===== src/rtl/inst_mem_loader.sv =====
// Boot-time instruction RAM loader: parses a length-prefixed big-endian byte stream, writes words
// sequentially, verifies an XOR check byte and releases the CPU reset only after a clean load.
module inst_mem_loader #(
    parameter int unsigned ADDR_W    = 17,
    parameter logic [31:0] BASE_ADDR = 32'h0000_0000
) (
    input  logic        clk,
    input  logic        rst,
    input  logic        start,
    input  logic [7:0]  byte_in,
    input  logic        byte_valid,
    output logic        byte_ready,
    output logic        mem_we,
    output logic [31:0] mem_addr,
    output logic [31:0] mem_wdata,
    output logic        cpu_rst,
    output logic        busy,
    output logic        done,
    output logic        err
);

    typedef enum logic [2:0] {StIdle, StHdr, StData, StChk, StDone, StErr} state_e;

    localparam int unsigned IdxW     = ADDR_W + 1;
    localparam logic [32:0] MaxWords = 33'd1 << ADDR_W;

    state_e            state_q, state_d;
    logic [31:0]       n_q, n_d;
    logic [IdxW-1:0]   idx_q, idx_d;
    logic [1:0]        cnt_q, cnt_d;
    logic [7:0]        csum_q, csum_d;
    logic [23:0]       word_q, word_d;
    logic              mem_we_q, mem_we_d;
    logic [31:0]       mem_addr_q, mem_addr_d;
    logic [31:0]       mem_wdata_q, mem_wdata_d;
    logic              cpu_rst_q, cpu_rst_d;
    logic              done_q, done_d;
    logic              err_q, err_d;
    logic              accept;

    always_ff @(posedge clk) begin
        if (!rst) begin
            state_q     <= StIdle;
            n_q         <= '0;
            idx_q       <= '0;
            cnt_q       <= '0;
            csum_q      <= '0;
            word_q      <= '0;
            mem_we_q    <= 1'b0;
            mem_addr_q  <= '0;
            mem_wdata_q <= '0;
            cpu_rst_q   <= 1'b1;
            done_q      <= 1'b0;
            err_q       <= 1'b0;
        end else begin
            state_q     <= state_d;
            n_q         <= n_d;
            idx_q       <= idx_d;
            cnt_q       <= cnt_d;
            csum_q      <= csum_d;
            word_q      <= word_d;
            mem_we_q    <= mem_we_d;
            mem_addr_q  <= mem_addr_d;
            mem_wdata_q <= mem_wdata_d;
            cpu_rst_q   <= cpu_rst_d;
            done_q      <= done_d;
            err_q       <= err_d;
        end
    end

    always_comb begin
        state_d     = state_q;
        n_d         = n_q;
        idx_d       = idx_q;
        cnt_d       = cnt_q;
        csum_d      = csum_q;
        word_d      = word_q;
        mem_we_d    = 1'b0;
        mem_addr_d  = mem_addr_q;
        mem_wdata_d = mem_wdata_q;
        cpu_rst_d   = cpu_rst_q;
        done_d      = done_q;
        err_d       = err_q;

        byte_ready = (state_q == StHdr) || (state_q == StData) || (state_q == StChk);
        busy       = byte_ready;
        accept     = byte_valid && byte_ready;

        unique case (state_q)
            StIdle, StDone, StErr: begin
                if (start) begin
                    state_d   = StHdr;
                    n_d       = '0;
                    idx_d     = '0;
                    cnt_d     = '0;
                    csum_d    = '0;
                    done_d    = 1'b0;
                    err_d     = 1'b0;
                    cpu_rst_d = 1'b1;
                end
            end
            StHdr: begin
                if (accept) begin
                    n_d    = {n_q[23:0], byte_in};
                    csum_d = csum_q ^ byte_in;
                    cnt_d  = cnt_q + 2'd1;
                    if (cnt_q == 2'd3) begin
                        if ({1'b0, n_d} > MaxWords) begin
                            state_d   = StErr;
                            err_d     = 1'b1;
                            cpu_rst_d = 1'b1;
                        end else if (n_d == 32'd0) begin
                            state_d = StChk;
                        end else begin
                            state_d = StData;
                        end
                    end
                end
            end
            StData: begin
                if (accept) begin
                    word_d = {word_q[15:0], byte_in};
                    csum_d = csum_q ^ byte_in;
                    cnt_d  = cnt_q + 2'd1;
                    if (cnt_q == 2'd3) begin
                        mem_we_d    = 1'b1;
                        mem_addr_d  = BASE_ADDR + 32'({idx_q, 2'b00});
                        mem_wdata_d = {word_q, byte_in};
                        idx_d       = idx_q + 1'b1;
                        if (32'(idx_q) + 32'd1 == n_q) begin
                            state_d = StChk;
                        end
                    end
                end
            end
            StChk: begin
                if (accept) begin
                    if (byte_in == csum_q) begin
                        state_d   = StDone;
                        done_d    = 1'b1;
                        cpu_rst_d = 1'b0;
                    end else begin
                        state_d   = StErr;
                        err_d     = 1'b1;
                        cpu_rst_d = 1'b1;
                    end
                end
            end
            default: state_d = StIdle;
        endcase
    end

    assign mem_we    = mem_we_q;
    assign mem_addr  = mem_addr_q;
    assign mem_wdata = mem_wdata_q;
    assign cpu_rst   = cpu_rst_q;
    assign done      = done_q;
    assign err       = err_q;

endmodule


===== config.mk =====
export PLATFORM = sky130hd
export DESIGN_NAME = inst_mem_loader
export DESIGN_NICKNAME = d
export VERILOG_FILES = /design/src/rtl/inst_mem_loader.sv
export SDC_FILE = /design/constraint.sdc
export NUM_CORES = 1
export LEC_CHECK = 0
export CORE_MARGIN = 5
export CORE_UTILIZATION = 35
export DETAILED_ROUTE_END_ITERATION = 12
export MAX_ROUTING_LAYER = met4
export PLACE_DENSITY = 0.57
export SLEW_MARGIN = 25
export SYNTH_ARGS = -nofsm -noshare
export SYNTH_HDL_FRONTEND = slang
export SYNTH_SLANG_ARGS = --single-unit

===== constraint.sdc =====
create_clock -name clk -period 2.5 [get_ports clk]
set_input_delay 0.75 -clock clk [delete_from_list [all_inputs] [get_ports clk]]
set_output_delay 0.75 -clock clk [all_outputs]
set_load 0.01 [all_outputs]

==> metrics.md <==
| Metric | Value |
|---|---|
| Final Skew | 8.68 ps |
| Reg-to-reg startpoint | idx_q[1] |
| Initial DRC count | 400 |
| Hold Crit Class | reg2reg |
| Slew Viols, Final | 0 |
| Area contributors post-synth | dfxtp_1 42%, nand2_1 10%, a21boi_0 6.4% |
| Most common cell in the netlist | nand2_1 |
| Worst path cell trace | nor2_1 -> clkdlybuf4s50_1 |
| Synth warn | 0 |
| Setup violators final | 0 |
| Synth Instances | ~800 |
| Longest Clk Path Bufs | 2 |
| Lkg Pwr | between 0.003 and 0.004 µW |
| Diodes inserted | 0 |
| Largest net degree at the start of global routing | 48 |
| Critical path type | reg2out |
| Worst reg-to-reg path cell count | 9 |
| Hpwl dp | about 13 mm |
| Via count | 5,940 |
| Crit path max fanout | 8 |
| Initial Util | 0.358 |
| CP startpoint | state_q[2] |
| Final nets | around 920 |
| Root buf cell | clkbuf_16 |
| Fin. Hold Viols | 0 |
| CTS buffer count | 17 |
| CTS tree | yes |
| Commonest register cell after synthesis | dfxtp_1 |
| Die area | around 0.022 mm² |
| P&R area growth vs syn | 28.4% |
| Top Ports | 82 |
| Worst Setup EP | byte_ready |
| Most frequent cells after synthesis | 187 x nand2_1, 141 x dfxtp_1, 61 x nor2b_1 |
| Post-route insts no fill | 1,154 |
| DR vias/cell | roughly 5.1 |
| Result of the run | finished, final reports clean |
| # H-tree levels | 4 |
| WL/cell | between 15 and 20 µm |
| Tcrit/Tclk final | 0.949 |
| I/O Buffers | 67 |
| Reg-to-Reg End | state_q[0] |
| Crit path required time | ~1800 ps |
| Reg-to-reg setup timing slack | ~250 ps |
| CP max-delay cell | clkdlybuf4s50_1 |
| Critical Path Start Type | flip-flop |
| Max cap viols | 0 |
| CP endpoint kind | output pin |
| Synth Register Bits | ~140 |
| Ys async rst share | 0 |
| Placed Cells | ~1,100 |
| Site Rows | 50 |
| Post-synth top area cell | dfxtp_1 |
| Top cell type's share of synthesized area | 0.421 |
| Max transition margin | 0.608 |
| Initial antenna violation count | 0 |
| Post-Syn Area per Cell | approximately 8.2 µm² |
| Period minus WS final | roughly 2400 ps |
| Multi-input gate area in the final layout | 0.00352 mm² |
| Setup total negative slack | 0 ps |
| CP max stage delay | 580 ps |
| Max Clk Rate | 422 MHz |
| Clock transition at the registers of the reported paths | 60 ps |
| Seq/Total Area, Yosys | 0.421 |
| Post-synth cell types | between 60 and 70 |
| Total power | around 6400 µW |
| Die Wd | ~150 µm |
| Post-synth EDFFs | 0 |
| PwrDens | ~740 mW/mm² |
| Total core area | 0.0188 mm² |
| Sequential cell area | around 0.0028 mm² |
| Max VDD drop | about 0.48 mV |
| Final WL | between 15 and 20 mm |
| Layout cells sized above 1 | 0.126 |
| Antenna viol nets, final | 0 |
| Grt ovf | 0 |
| Post-route DRC violation count | 0 |
| First-pass iteration count of the detailed router | 6 |
| Post-CTS Repair Setup Buffers | 0 |
| GRT Total Usage | 0.171 |
| Vias in the first global route | 5,548 |
| Die H | approximately 150 µm |
| Worst-margin pin slew | about 580 ps |
| Post-Syn Area | ~0.0067 mm² |
| CP arrival | around 1600 ps |
| Clk_lat worst skew | 420 ps |
| Filler Cells Inserted | 1,859 |
| Clk sink count | roughly 140 |
| RSZ-0062 raised after global routing | false |
| Global-route wire length before repair | roughly 30 mm |
| Routability-driven placement congestion ratio | around 0.90 |
==> per-layer routing <==
layer,global-route usage,routed length (µm)
met3,0.0381,883
met1,0.229,8460
met2,0.261,8380
met5,-,0
met4,0.0499,331
==> worst max-delay path: cells and delay by family (launching register included) <==
| kind | cells | cell delay (ps) |
|---|---|---|
| buf+inv | 1 | 580 |
| flops | 1 | 380 |
| simple gates | 1 | 230 |
==> metrics by stage <==
stage | cell area [µm²] | util | hold WS, ps | setup WS [ps]
4_1_cts | 8610 | 0.459 | 453 | 112
2_1_floorplan | 6760 | - | 431 | 395
6_report | 8620 | 0.459 | 450 | 128
3_5_place_dp | 7940 | 0.423 | 444 | -312
3_3_place_gp | 7940 | 0.423 | 440 | -255
5_1_grt | 8620 | 0.459 | 470 | 21.5
==> placed cells by master, fill, tap and decap left out, drive strengths merged, types with 3 or more instances in the layout <==
master / instances
nor2: 19
xnor2: 14
a31oi: 4
nand3: 13
xor2: 8
clkbuf: 19
a211oi: 5
nor2b: 61
nand2b: 3
dfxtp: 141
a21oi: 26
nand4: 16
bufinv: 6
nand2: 187
conb: 14
inv: 16
nor4: 18
nor3: 13
clkinvlp: 3
clkdlybuf4s50: 66
a22oi: 41
a2111oi: 3
and3: 7
o21ai: 29
o211ai: 5
buf: 68
and2: 5
and4: 4
a21boi: 74
==> worst min-delay path by stage <==
stage                        from            end  slack (ps)  cells past startpoint
floorplan              word_q[16]  mem_wdata[24]         430                      2
detailed placement    mem_addr[7]    mem_addr[7]         440                      2
finish              mem_wdata[24]  mem_wdata[24]         450                      2
global route           word_q[23]  mem_wdata[31]         470                      2
global placement       word_q[21]  mem_wdata[29]         440                      2
CTS                   mem_addr[7]    mem_addr[7]         450                      2
==> power by group <==
part | switching [µW] | internal (µW)
logic | 604 | 453
clock network | 1010 | 1880
registers | 88.0 | 2340
total | 1700 | 4670
==> repair_timing <==
action | in CTS | in global routing
hold buffers | 0 | 0
setup endpoints to repair | 0 | 3
resized for setup | 0 | 1
==> sequential cells by signal, indices dropped and copies added, names as in the netlist <==
register   flops
err            1
cnt_q          2
mem_we         1
idx_q         18
csum_q         8
mem_addr      18
mem_wdata     32
state_q        3
done           1
cpu_rst        1
n_q           32
word_q        24
==> area by class of cell <==
class                           count  share of cell area
Clock buffer                       19              0.0502
Timing Repair Buffer              134               0.146
Sequential cell                   141               0.328
Tap cell                          234              0.0340
Clock inverter                     13              0.0276
Multi-Input combinational cell    599               0.408
Inverter                           14             0.00610
==> cell families after synthesis <==
| family | synth area share |
|---|---|
| flip-flops | 0.421 |
| AND/OR/NAND/NOR | 0.273 |
| XOR/XNOR | 0.0287 |
| AO/OA/AOI/OAI | 0.207 |
| buffers and inverters | 0.0641 |
| adder cells (fa/ha/maj) | 0.00373 |
| multiplexers | 0.00149 |
| other | 0.000559 |
No activity file was read; power rests on OpenSTA's default activity.
